## config.mk

```make
export PLATFORM = sky130hd
export DESIGN_NAME = bram_port_arbiter
export DESIGN_NICKNAME = d
export VERILOG_FILES = /design/src/rtl/bram_port_arbiter.sv
export SDC_FILE = /design/constraint.sdc
export NUM_CORES = 1
export LEC_CHECK = 0
export CAP_MARGIN = 30
export CORE_MARGIN = 10
export CORE_UTILIZATION = 35
export CTS_CLUSTER_DIAMETER = 120
export DETAILED_ROUTE_END_ITERATION = 8
export GPL_ROUTABILITY_DRIVEN = 0
export HOLD_SLACK_MARGIN = 0.15
export PLACE_DENSITY_LB_ADDON = 0.05
export REMOVE_ABC_BUFFERS = 1
export SLEW_MARGIN = 30
export SYNTH_ARGS = -nofsm -noshare
export SYNTH_HDL_FRONTEND = slang
export SYNTH_SLANG_ARGS = --single-unit
```

## constraint.sdc

```tcl
create_clock -name clk -period 1.5 [get_ports clk]
set_input_delay 0.45 -clock clk [delete_from_list [all_inputs] [get_ports clk]]
set_output_delay 0.45 -clock clk [all_outputs]
set_load 0.005 [all_outputs]
```

## src/rtl/bram_port_arbiter.sv

```systemverilog
// Two-master arbiter for the shared block-RAM port B (CPU data bus, SD copy engine).
// Optional BRAM_ARB_ROUND_ROBIN_EN: ties go to the master not served last.
module bram_port_arbiter #(
    parameter int AW     = 16,
    parameter int DW     = 32,
    parameter int RD_LAT = 2
) (
    input  logic          clk,
    input  logic          reset,
    input  logic          m0_req,
    input  logic          m0_we,
    input  logic [AW-1:0] m0_addr,
    input  logic [DW-1:0] m0_wdata,
    output logic          m0_done,
    input  logic          m1_req,
    input  logic          m1_we,
    input  logic [AW-1:0] m1_addr,
    input  logic [DW-1:0] m1_wdata,
    output logic          m1_done,
    output logic [DW-1:0] rdata,
    output logic [AW-3:0] mem_addr,
    output logic          mem_we,
    output logic [DW-1:0] mem_wdata,
    input  logic [DW-1:0] mem_rdata,
    output logic          busy,
    output logic [1:0]    owner
);

    typedef enum logic [1:0] {
        S_IDLE,
        S_ACCESS,
        S_WAIT,
        S_DONE
    } state_t;

    localparam logic [2:0] LAT_LOAD = 3'(RD_LAT - 1);

    state_t          state_q, state_d;
    logic            sel_q, sel_d;
    logic            we_q, we_d;
    logic [AW-3:0]   addr_q, addr_d;
    logic [DW-1:0]   wdata_q, wdata_d;
    logic [DW-1:0]   rdata_q, rdata_d;
    logic [2:0]      cnt_q, cnt_d;
    logic            grant_m1;
    logic [AW-1:0]   req_addr;
    logic            unused_addr_bits;

`ifdef BRAM_ARB_ROUND_ROBIN_EN
    logic            last_q, last_d;

    // last_q=1 means M1 was served last, so a tie then goes to M0
    assign grant_m1 = m1_req && (!m0_req || !last_q);
`else
    assign grant_m1 = m1_req && !m0_req;
`endif

    assign req_addr         = grant_m1 ? m1_addr : m0_addr;
    assign unused_addr_bits = ^{m0_addr[1:0], m1_addr[1:0]};

    always_comb begin
        state_d = state_q;
        sel_d   = sel_q;
        we_d    = we_q;
        addr_d  = addr_q;
        wdata_d = wdata_q;
        rdata_d = rdata_q;
        cnt_d   = cnt_q;
`ifdef BRAM_ARB_ROUND_ROBIN_EN
        last_d  = last_q;
`endif
        unique case (state_q)
            S_IDLE: begin
                if (m0_req || m1_req) begin
                    sel_d   = grant_m1;
                    we_d    = grant_m1 ? m1_we : m0_we;
                    wdata_d = grant_m1 ? m1_wdata : m0_wdata;
                    addr_d  = req_addr[AW-1:2];
                    state_d = S_ACCESS;
                end
            end
            S_ACCESS: begin
                if (we_q) begin
                    state_d = S_DONE;
                end else begin
                    cnt_d   = LAT_LOAD;
                    state_d = S_WAIT;
                end
            end
            // count reaches zero in the cycle mem_rdata is valid
            S_WAIT: begin
                if (cnt_q == 3'd0) begin
                    rdata_d = mem_rdata;
                    state_d = S_DONE;
                end else begin
                    cnt_d = cnt_q - 3'd1;
                end
            end
            S_DONE: begin
`ifdef BRAM_ARB_ROUND_ROBIN_EN
                last_d  = sel_q;
`endif
                state_d = S_IDLE;
            end
            default: state_d = S_IDLE;
        endcase
    end

    always_ff @(posedge clk or negedge reset) begin
        if (!reset) begin
            state_q <= S_IDLE;
            sel_q   <= 1'b0;
            we_q    <= 1'b0;
            addr_q  <= '0;
            wdata_q <= '0;
            rdata_q <= '0;
            cnt_q   <= 3'd0;
`ifdef BRAM_ARB_ROUND_ROBIN_EN
            last_q  <= 1'b1;
`endif
        end else begin
            state_q <= state_d;
            sel_q   <= sel_d;
            we_q    <= we_d;
            addr_q  <= addr_d;
            wdata_q <= wdata_d;
            rdata_q <= rdata_d;
            cnt_q   <= cnt_d;
`ifdef BRAM_ARB_ROUND_ROBIN_EN
            last_q  <= last_d;
`endif
        end
    end

    // strobe decoded from state so reset removes it asynchronously
    assign mem_we    = (state_q == S_ACCESS) && we_q;
    assign mem_addr  = addr_q;
    assign mem_wdata = wdata_q;
    assign rdata     = rdata_q;
    assign busy      = (state_q != S_IDLE);
    assign owner     = busy ? (sel_q ? 2'b10 : 2'b01) : 2'b00;
    assign m0_done   = (state_q == S_DONE) && !sel_q;
    assign m1_done   = (state_q == S_DONE) && sel_q;

endmodule

```

Word-level counts from Yosys, hierarchy flattened
Index checks and enable logic that the tools add are counted.

cells by class
  $add $sub $neg = 1
  equality and inequality tests = 7
  muxes and demuxes = 12
  reductions and logical operators = 15

operators by type and width
  cell                   number
  $mux W32               1
  $mux W16               1
  $mux W2                4
  $ne A2 B2 Y1 const B   4
  $pmux W2 S4            1
  $mux W3                2
  $pmux W3 S2            1
  $reduce_and A2 Y1      3
  $eq A2 B2 Y1 const B   2
  $logic_and A1 B1 Y1    4
  $reduce_bool A2 Y1     2
  $logic_not A3 Y1       1
  $reduce_and A3 Y1      1
  $sub A3 B1 Y3 const B  1
  $eq A2 B1 Y1 const B   1
  $logic_not A1 Y1       2
  $logic_not A2 Y1       1
  $mux W1                2
  $logic_or A1 B1 Y1     1

storage, ports and cells
  bits in registers = 85
  input port bits = 134
  output and inout bits = 84

Depth between registers and ports, before layout
Gate-level depths: netlist of run 1.

  depth after elaboration = 3
  gate-level depth with buffers = 7
  gate-level depth less buffers = 6

Least setup slack after synthesis of run 1
No wires, ideal clock.

  path kind = reg-to-reg
  start = reg state_q[0]
  end = reg rdata_q[10], in the netlist rdata[10]
  library setup time = 125 ps
  arrival time = 1464 ps
  setup slack = -89 ps
  stages on the path, launching flop included = 7
  path buffers = 2
  cells stage by stage = dfrtp_1 > inv_1 > ha_1 > buf_4 > nand3b_4 > buf_2 > mux2_2

between the ends
  cells in the longest elaborated chain, start to end = 2

ends and longest elaborated chain
  element                             line  source
  start, declared                     38    state_t state_q, state_d;
  start signal, assigned              122   state_q <= state_d;
  $eq A2 B2 Y1                        72    unique case (state_q)
  $reduce_and A2 Y1 (no source line)  n/a
  end signal, assigned                127   rdata_q <= rdata_d;
  end, declared                       43    logic [DW-1:0] rdata_q, rdata_d;

No other way between the ends.
A chain may end at the register's enable or synchronous reset.

Worst setup path after layout of run 1
  start = reg state_q[1]
  end = out m1_done

between the ends
  cells in the longest elaborated chain, start to end = 2

ends and longest elaborated chain
  element              line  source
  $eq A2 B2 Y1         143   assign m1_done = (state_q == S_DONE) && sel_q;
  $logic_and A1 B1 Y1  143
  end, declared        19    output logic m1_done,

No other way between the ends.

==> flow_summary_export.csv, run 1 <==
group,metric,value,unit
status,status,"finished with violations",
status,violations,"negative setup slack",
power,p_per_area,1780,nW/µm²
floorplanning,initial_core_util,35.4,%
setup_path,r2r_end,"mem_wdata[25]",
power,pwr-share-seq,31.2,%
clock_tree,htreeDepth,3,
place,placed_cell_area,6270,µm²
power,p_int,8.59,mW
worst_hold_path,hold_depth,1,
drt,vias,3489,
timing,finalHoldViolCount,0,
drt,drt-vias-per-instance,4.74,
setup_path,reg2regPathDepth,9,
job,drv_cap,0,
floorplanning,die-area,15400,µm²
grt,grt_overflow,0,
grt,grt_usage,15.2,%
power,clkPwrFrac,12.8,%
timing,skew,0.00983,ns
logic_synthesis,synth_warnings,0,
cells_and_area,final_cells,736,
logic_synthesis,syn_inst,319,
logic_synthesis,syn-cell-area,3800,µm²
drt,wirelength,14.1,mm
floorplanning,die_w,124,µm
power,switching_share,34.3,%
timing,finalCritPeriodShare,117,%
power,cellLeakagePower,3.35,nW
cells_and_area,drive_above_1_share,32.7,%
logic_synthesis,yosys-top-cells-count,"85 x dfrtp_1, 49 x nand2_1, 47 x mux2i_1",
drt,first_iter_violations,108,
floorplanning,die_h,124,µm
drt,dr.pass1.iters,4,
clock_tree,clk_pin_slew,0.08,ns
clock_tree,clock-sinks,85,
timing,relSlewSlack,68.1,%
setup_path,cp-end-kind,"output pin",
clock_tree,cts_root_buf,"clkbuf_8",
setup_path,required,1.05,ns
setup_path,crit_type,"register to output pin",
timing,worst_slew_pin_slew,0.477,ns
logic_synthesis,postSynthAreaPerCell,11.9,µm²
cells_and_area,area_growth,93.5,%
logic_synthesis,synthTopCellsByArea,"dfrtp_1 56%, mux2i_1 12%, mux2_2 7.1%, nand2_1 4.8%, o21ai_1 4.1%",
grt,grt_pass1_wl,19.1,mm
timing,setup_viol,89,
worst_hold_path,hold_path_end,"cnt_q[0]",
timing,slew_viol_final,0,
grt,grt_pass1_vias,3470,
floorplanning,fp-row-count,38,
logic_synthesis,yosysMostFrequentCell,"dfrtp_1",
logic_synthesis,ys.flop_type,"dfrtp_1",
logic_synthesis,async_reset_ff_share,100,%
setup_path,cp-start-kind,"register",
power,switchingPower,4.49,mW
floorplanning,io_pins,218,
power,power,13.1,mW
setup_path,cp_data_arrival_time,1.31,ns
setup_path,ff2ff_setup_slack,-0.17,ns
floorplanning,coreArea,10700,µm²
power,combPwrFrac,56.0,%
cells_and_area,nets,732,
setup_path,r2r_start,"state_q[0]",
timing,setup_ws,-0.261,ns
cells_and_area,final_core_util,68.5,%
logic_synthesis,synth.distinct_cells,31,
setup_path,cp_max_fo,4,
worst_hold_path,worstHoldStart,"cnt_q[0]",
place,port_buffers,213,
place,hpwlAfterDp,9.60,mm
logic_synthesis,ys_seq_area_share,55.9,%
cells_and_area,fin_area,7360,µm²
drt,wire_per_inst,19.2,µm
power,peakVddDrop,760,µV
timing,min_period,1.76,ns
logic_synthesis,yosysTopAreaCell,"dfrtp_1",
timing,final.setup.tns,-7.24,ns
drt,drc,0,
timing,rsz0062_at_grt,"true",
place,dp_cells,675,
clock_tree,numCtsBuffers,9,
logic_synthesis,synth_edf_count,0,
grt,grt_max_degree,41,
logic_synthesis,ys_ff_latch,85,
clock_tree,clockBufferDepth,2,
logic_synthesis,synth_top_area_share,55.9,%
worst_hold_path,holdCritPathClass,"register to register",
grt,grt_antenna_before_repair,0,
timing,fmax,568,MHz
drt,ant_nets,0,
cells_and_area,diodes,0,
clock_tree,cts_tree,"done",
clock_tree,worstSkewPairLatency,0.35,ns
## critical path: stages, from the launching register on
cell,delay (ns)
dfrtp_1,0.40
buf_4,0.17
ha_4,0.16
and2_1,0.12
buf_2,0.13
## registers in the layout, indices dropped and copies added (netlist names)
register and flops:
mem_wdata 32, cnt_q 3, mem_addr 14, we_q 1, rdata 32, state_q 2
sel_q 1
## power by group through the flow
stage / sequential (mW) / clock [mW] / combinational [mW]
4_1_cts: 3.98 / 1.71 / 5.40
5_1_grt: 4.23 / 1.79 / 7.95
2_1_floorplan: 4.13 / 0 / 1.92
6_report: 4.08 / 1.67 / 7.33
3_3_place_gp: 3.98 / 0 / 5.59
3_5_place_dp: 4.04 / 0 / 5.68
## cell type report
class | count | area [µm²]
Clock buffer | 11 | 141
Clock inverter | 5 | 60.1
Fill cell | 891 | 3380
Inverter | 6 | 25.0
Multi-Input combinational cell | 211 | 1920
Sequential cell | 85 | 2130
Tap cell | 140 | 175
Timing Repair Buffer | 278 | 2910
## how the worst max path moves through the flow
stage                     depth (start not counted)             to       start  slack [ns]
final                                             4        m1_done  state_q[1]       -0.26
after floorplan                                   2  mem_wdata[10]      m1_req       -2.43
after global placement                            6  mem_wdata[13]      m1_req       -0.37
after global routing                              5       owner[1]  state_q[0]       -0.32
after detailed placement                          6   mem_wdata[4]      m1_req       -0.39
after CTS                                         5       owner[1]  state_q[0]       -0.28
## cells in the final DEF (no fill, tap or decap), types with 2 or more instances in the layout
cell type        instances
nor2_1                   4
nand2_2                 18
ha_1                     2
nand3_1                  2
a21oi_1                  2
buf_2                    3
nand2_4                 10
o21ai_4                  3
buf_4                   31
dlygate4sd2_1           48
clkbuf_16                9
mux2i_1                 47
nand2_1                 21
mux2_4                  10
mux2_2                  22
dfrtp_1                 85
inv_2                    3
o21ai_2                 27
ha_4                     4
inv_1                    2
buf_12                  10
clkdlybuf4s50_1        126
clkbuf_8                10
buf_8                    3
buf_6                   14
nor2b_4                  3
o21ai_1                 22
clkinv_4                 2
clkdlybuf4s15_1         31
## kinds of logic after synthesis
kind of cell	after synthesis	share of synthesized area, %
compound gates	59	8.39
fa+ha+maj	7	2.30
buf+inv	25	4.14
flops	85	55.9
mux	80	22.1
simple gates	63	7.14
## stage by stage
stage	hold slack, ns	setup WS (ns)
after floorplan	0.154	-2.43
after global placement	0.321	-0.367
after detailed placement	0.320	-0.391
after CTS	0.471	-0.275
after global routing	0.486	-0.319
final	0.460	-0.261
## timing repair
action | 4_1_cts | 5_1_grt
pin swaps | 5 | 20
resized for setup | 128 | 146
endpoints found under the hold margin | 11 | 0
gates cloned | 2 | 16
buffers inserted | 11 | 18
endpoints found under the setup margin | 123 | 122
hold buffers | 1 | 0
## metal layers
layer,track usage (%),wire length (µm),vias to the layer above
met4,4.32,107,0
met5,0,0,-
met1,17.1,5500,1688
met2,25.6,7410,132
met3,6.34,1100,9
li1,-,-,1660
(Power assumes the default switching activity.)
==> inputs of run 2 (changes only) <==
CORE_UTILIZATION = 40   (was 35)
DONT_BUFFER_PORTS = 1   (was unset)
SLEW_MARGIN = 40   (was 30)
==> run 2 against run 1 <==
Effect of this change: sequential power up 9.3%; sequential cell count stayed put; critical endpoint is now mem_we; the run ends with negative hold slack, negative setup slack left; non-clock buffer count down 247; highest routed layer unchanged; count of clock-buffer cells in the layout grew 1; fmax increased by 5.4%.
==> flow_summary_export.csv, run 2 (synthesis results as in run 1) <==
group,metric,value,unit
clock_tree,clockBufferDepth,2,
timing,fmax,599,MHz
drt,drc,0,
setup_path,cp-start-kind,"register",
clock_tree,worstSkewPairLatency,0.35,ns
setup_path,critical_path.max_stage_delay,0.41,ns
timing,skew,0.0145,ns
status,status,"finished with violations",
floorplanning,fp-row-count,35,
floorplanning,die_h,118,µm
worst_hold_path,holdCritPathClass,"primary input to asynchronous set/reset pin",
floorplanning,initial_core_util,41.2,%
grt,grt_usage,13.6,%
grt,grt_pass1_wl,15.2,mm
grt,busiest_layer,"met2",
cells_and_area,nets,483,
timing,finalHoldViolCount,85,
drt,wirelength,10.2,mm
grt,grt_overflow,0,
grt,grt_util_met3,6.47,%
grt,grt.met1_usage,16.0,%
setup_path,crit_type,"register to output pin",
drt,dr.pass1.iters,4,
setup_path,cp_max_fo,4,
grt,grt_antenna_before_repair,0,
drt,ant_nets,0,
drt,drt-vias-per-instance,5.07,
clock_tree,clk_pin_slew,0.09,ns
cells_and_area,final_core_util,49.6,%
place,hpwlAfterDp,7.54,mm
power,power,9.69,mW
timing,relSlewSlack,78.2,%
floorplanning,die_w,118,µm
setup_path,cp_data_arrival_time,1.22,ns
cells_and_area,layout_common_cells,"85 x dfrtp_1, 48 x nand2_1, 47 x mux2i_1",
drt,first_iter_violations,65,
clock_tree,cts_root_buf,"clkbuf_8",
cells_and_area,fillers,830,
grt,grt_pass1_vias,2712,
setup_path,cpMaxStageDelayCell,"dfrtp_1",
job,drv_cap,0,
clock_tree,cts_tree,"done",
timing,finalCritPeriodShare,111,%
setup_path,cp-end-kind,"output pin",
setup_path,cp_cell_sequence,"inv_2 -> buf_6 -> ha_4 -> nand2_4 -> inv_4",
drt,vias,2411,
timing,setup_ws,-0.170,ns
drt,wire_per_inst,21.3,µm
setup_path,required,1.05,ns
power,p_per_area,2120,nW/µm²
power,peakVddDrop,808,µV
floorplanning,coreArea,9240,µm²
power,cellLeakagePower,2.07,nW
place,port_buffers,0,
timing,slew_viol_final,0,
grt,grt_max_degree,86,
clock_tree,clock-sinks,85,
timing,holdWs,-0.221,ns
grt,grtUsageMet2,21.1,%
cells_and_area,layout_commonest_cell,"dfrtp_1",
timing,worst_slew_pin_slew,0.327,ns
status,violations,"negative hold slack, negative setup slack",
timing,rsz0062_at_grt,"true",
floorplanning,die-area,13800,µm²
floorplanning,io_pins,218,
timing,min_period,1.67,ns
cells_and_area,diodes,0,
cells_and_area,drive_above_1_share,29.1,%
clock_tree,htreeDepth,3,
cells_and_area,area_growth,20.4,%
timing,setup_viol,40,
clock_tree,numCtsBuffers,9,
-- run 2: cell types whose count changed in the layout (fill, tap and decap cells not counted), moves of 18 or more --
cell / delta
clkdlybuf4s50_1: -126
dlygate4sd2_1: -48
clkdlybuf4s15_1: -31
nand2_1: +27
o21ai_2: -26
nand2_2: -18
o21ai_0: +18
-- run 2: layer usage --
| metal | share of wire [%] | wire length, µm |
|---|---|---|
| met5 | 0 | 0 |
| met4 | 1.5 | 153 |
| met3 | 11 | 1070 |
| met2 | 47 | 4770 |
| met1 | 41 | 4160 |
-- run 2: final cells by class --
class                           instances  area [µm²]  area share (%)
Timing Repair Buffer                   31         362            7.90
Sequential cell                        85        2130            46.4
Multi-Input combinational cell        209        1680            36.8
Clock buffer                           12         165            3.61
Clock inverter                          4        55.1            1.20
Tap cell                              129         161            3.52
Inverter                                6        25.0           0.546
-- run 2: path summary, 6_finish.rpt --
path	startpoint	end	slack, ns	cells after the start
max in group asynchronous	reset	mem_wdata[16]	1.58	0
hold reg to reg	cnt_q[0]	cnt_q[0]	0.47	1
hold / removal	reset	rdata[9]	-0.22	0
min in group clk	m0_req	sel_q	0.18	1
setup reg to reg	state_q[1]	rdata[13]	-0.07	5
setup / recovery	state_q[1]	mem_we	-0.17	5
-- run 2: per-stage QoR --
stage,cells,setup TNS (ns),worst slack (ns),area (µm²)
finish,476,-2.33,-0.170,4580
global route,476,-5.01,-0.243,4580
CTS,469,-1.05,-0.195,4400
detailed placement,447,-0.0262,-0.0262,4030
global placement,447,0,0.0155,4030
floorplan,300,-115.39,-2.43,3670
-- run 2: timing repair --
action | 4_1_cts | 5_1_grt
pin swaps | 2 | 4
gates cloned | 0 | 4
setup endpoints to repair | 7 | 35
buffers inserted | 6 | 4
gates resized for setup | 26 | 17
endpoints found under the hold margin | 85 | 85
-- run 2: where the power goes --
part	leakage [nW]	switching, mW	internal (mW)
sequential	1.03	1.01	3.44
combinational	0.934	1.52	1.97
clock	0.109	0.831	0.913
total	2.07	3.36	6.33
-- run 2: worst max-delay path: cells and delay by family (launching register included) --
| family | cells | cell delay, ns |
|---|---|---|
| fa+ha+maj | 1 | 0.13 |
| buf+inv | 3 | 0.28 |
| flops | 1 | 0.41 |
| simple gates | 1 | 0.05 |
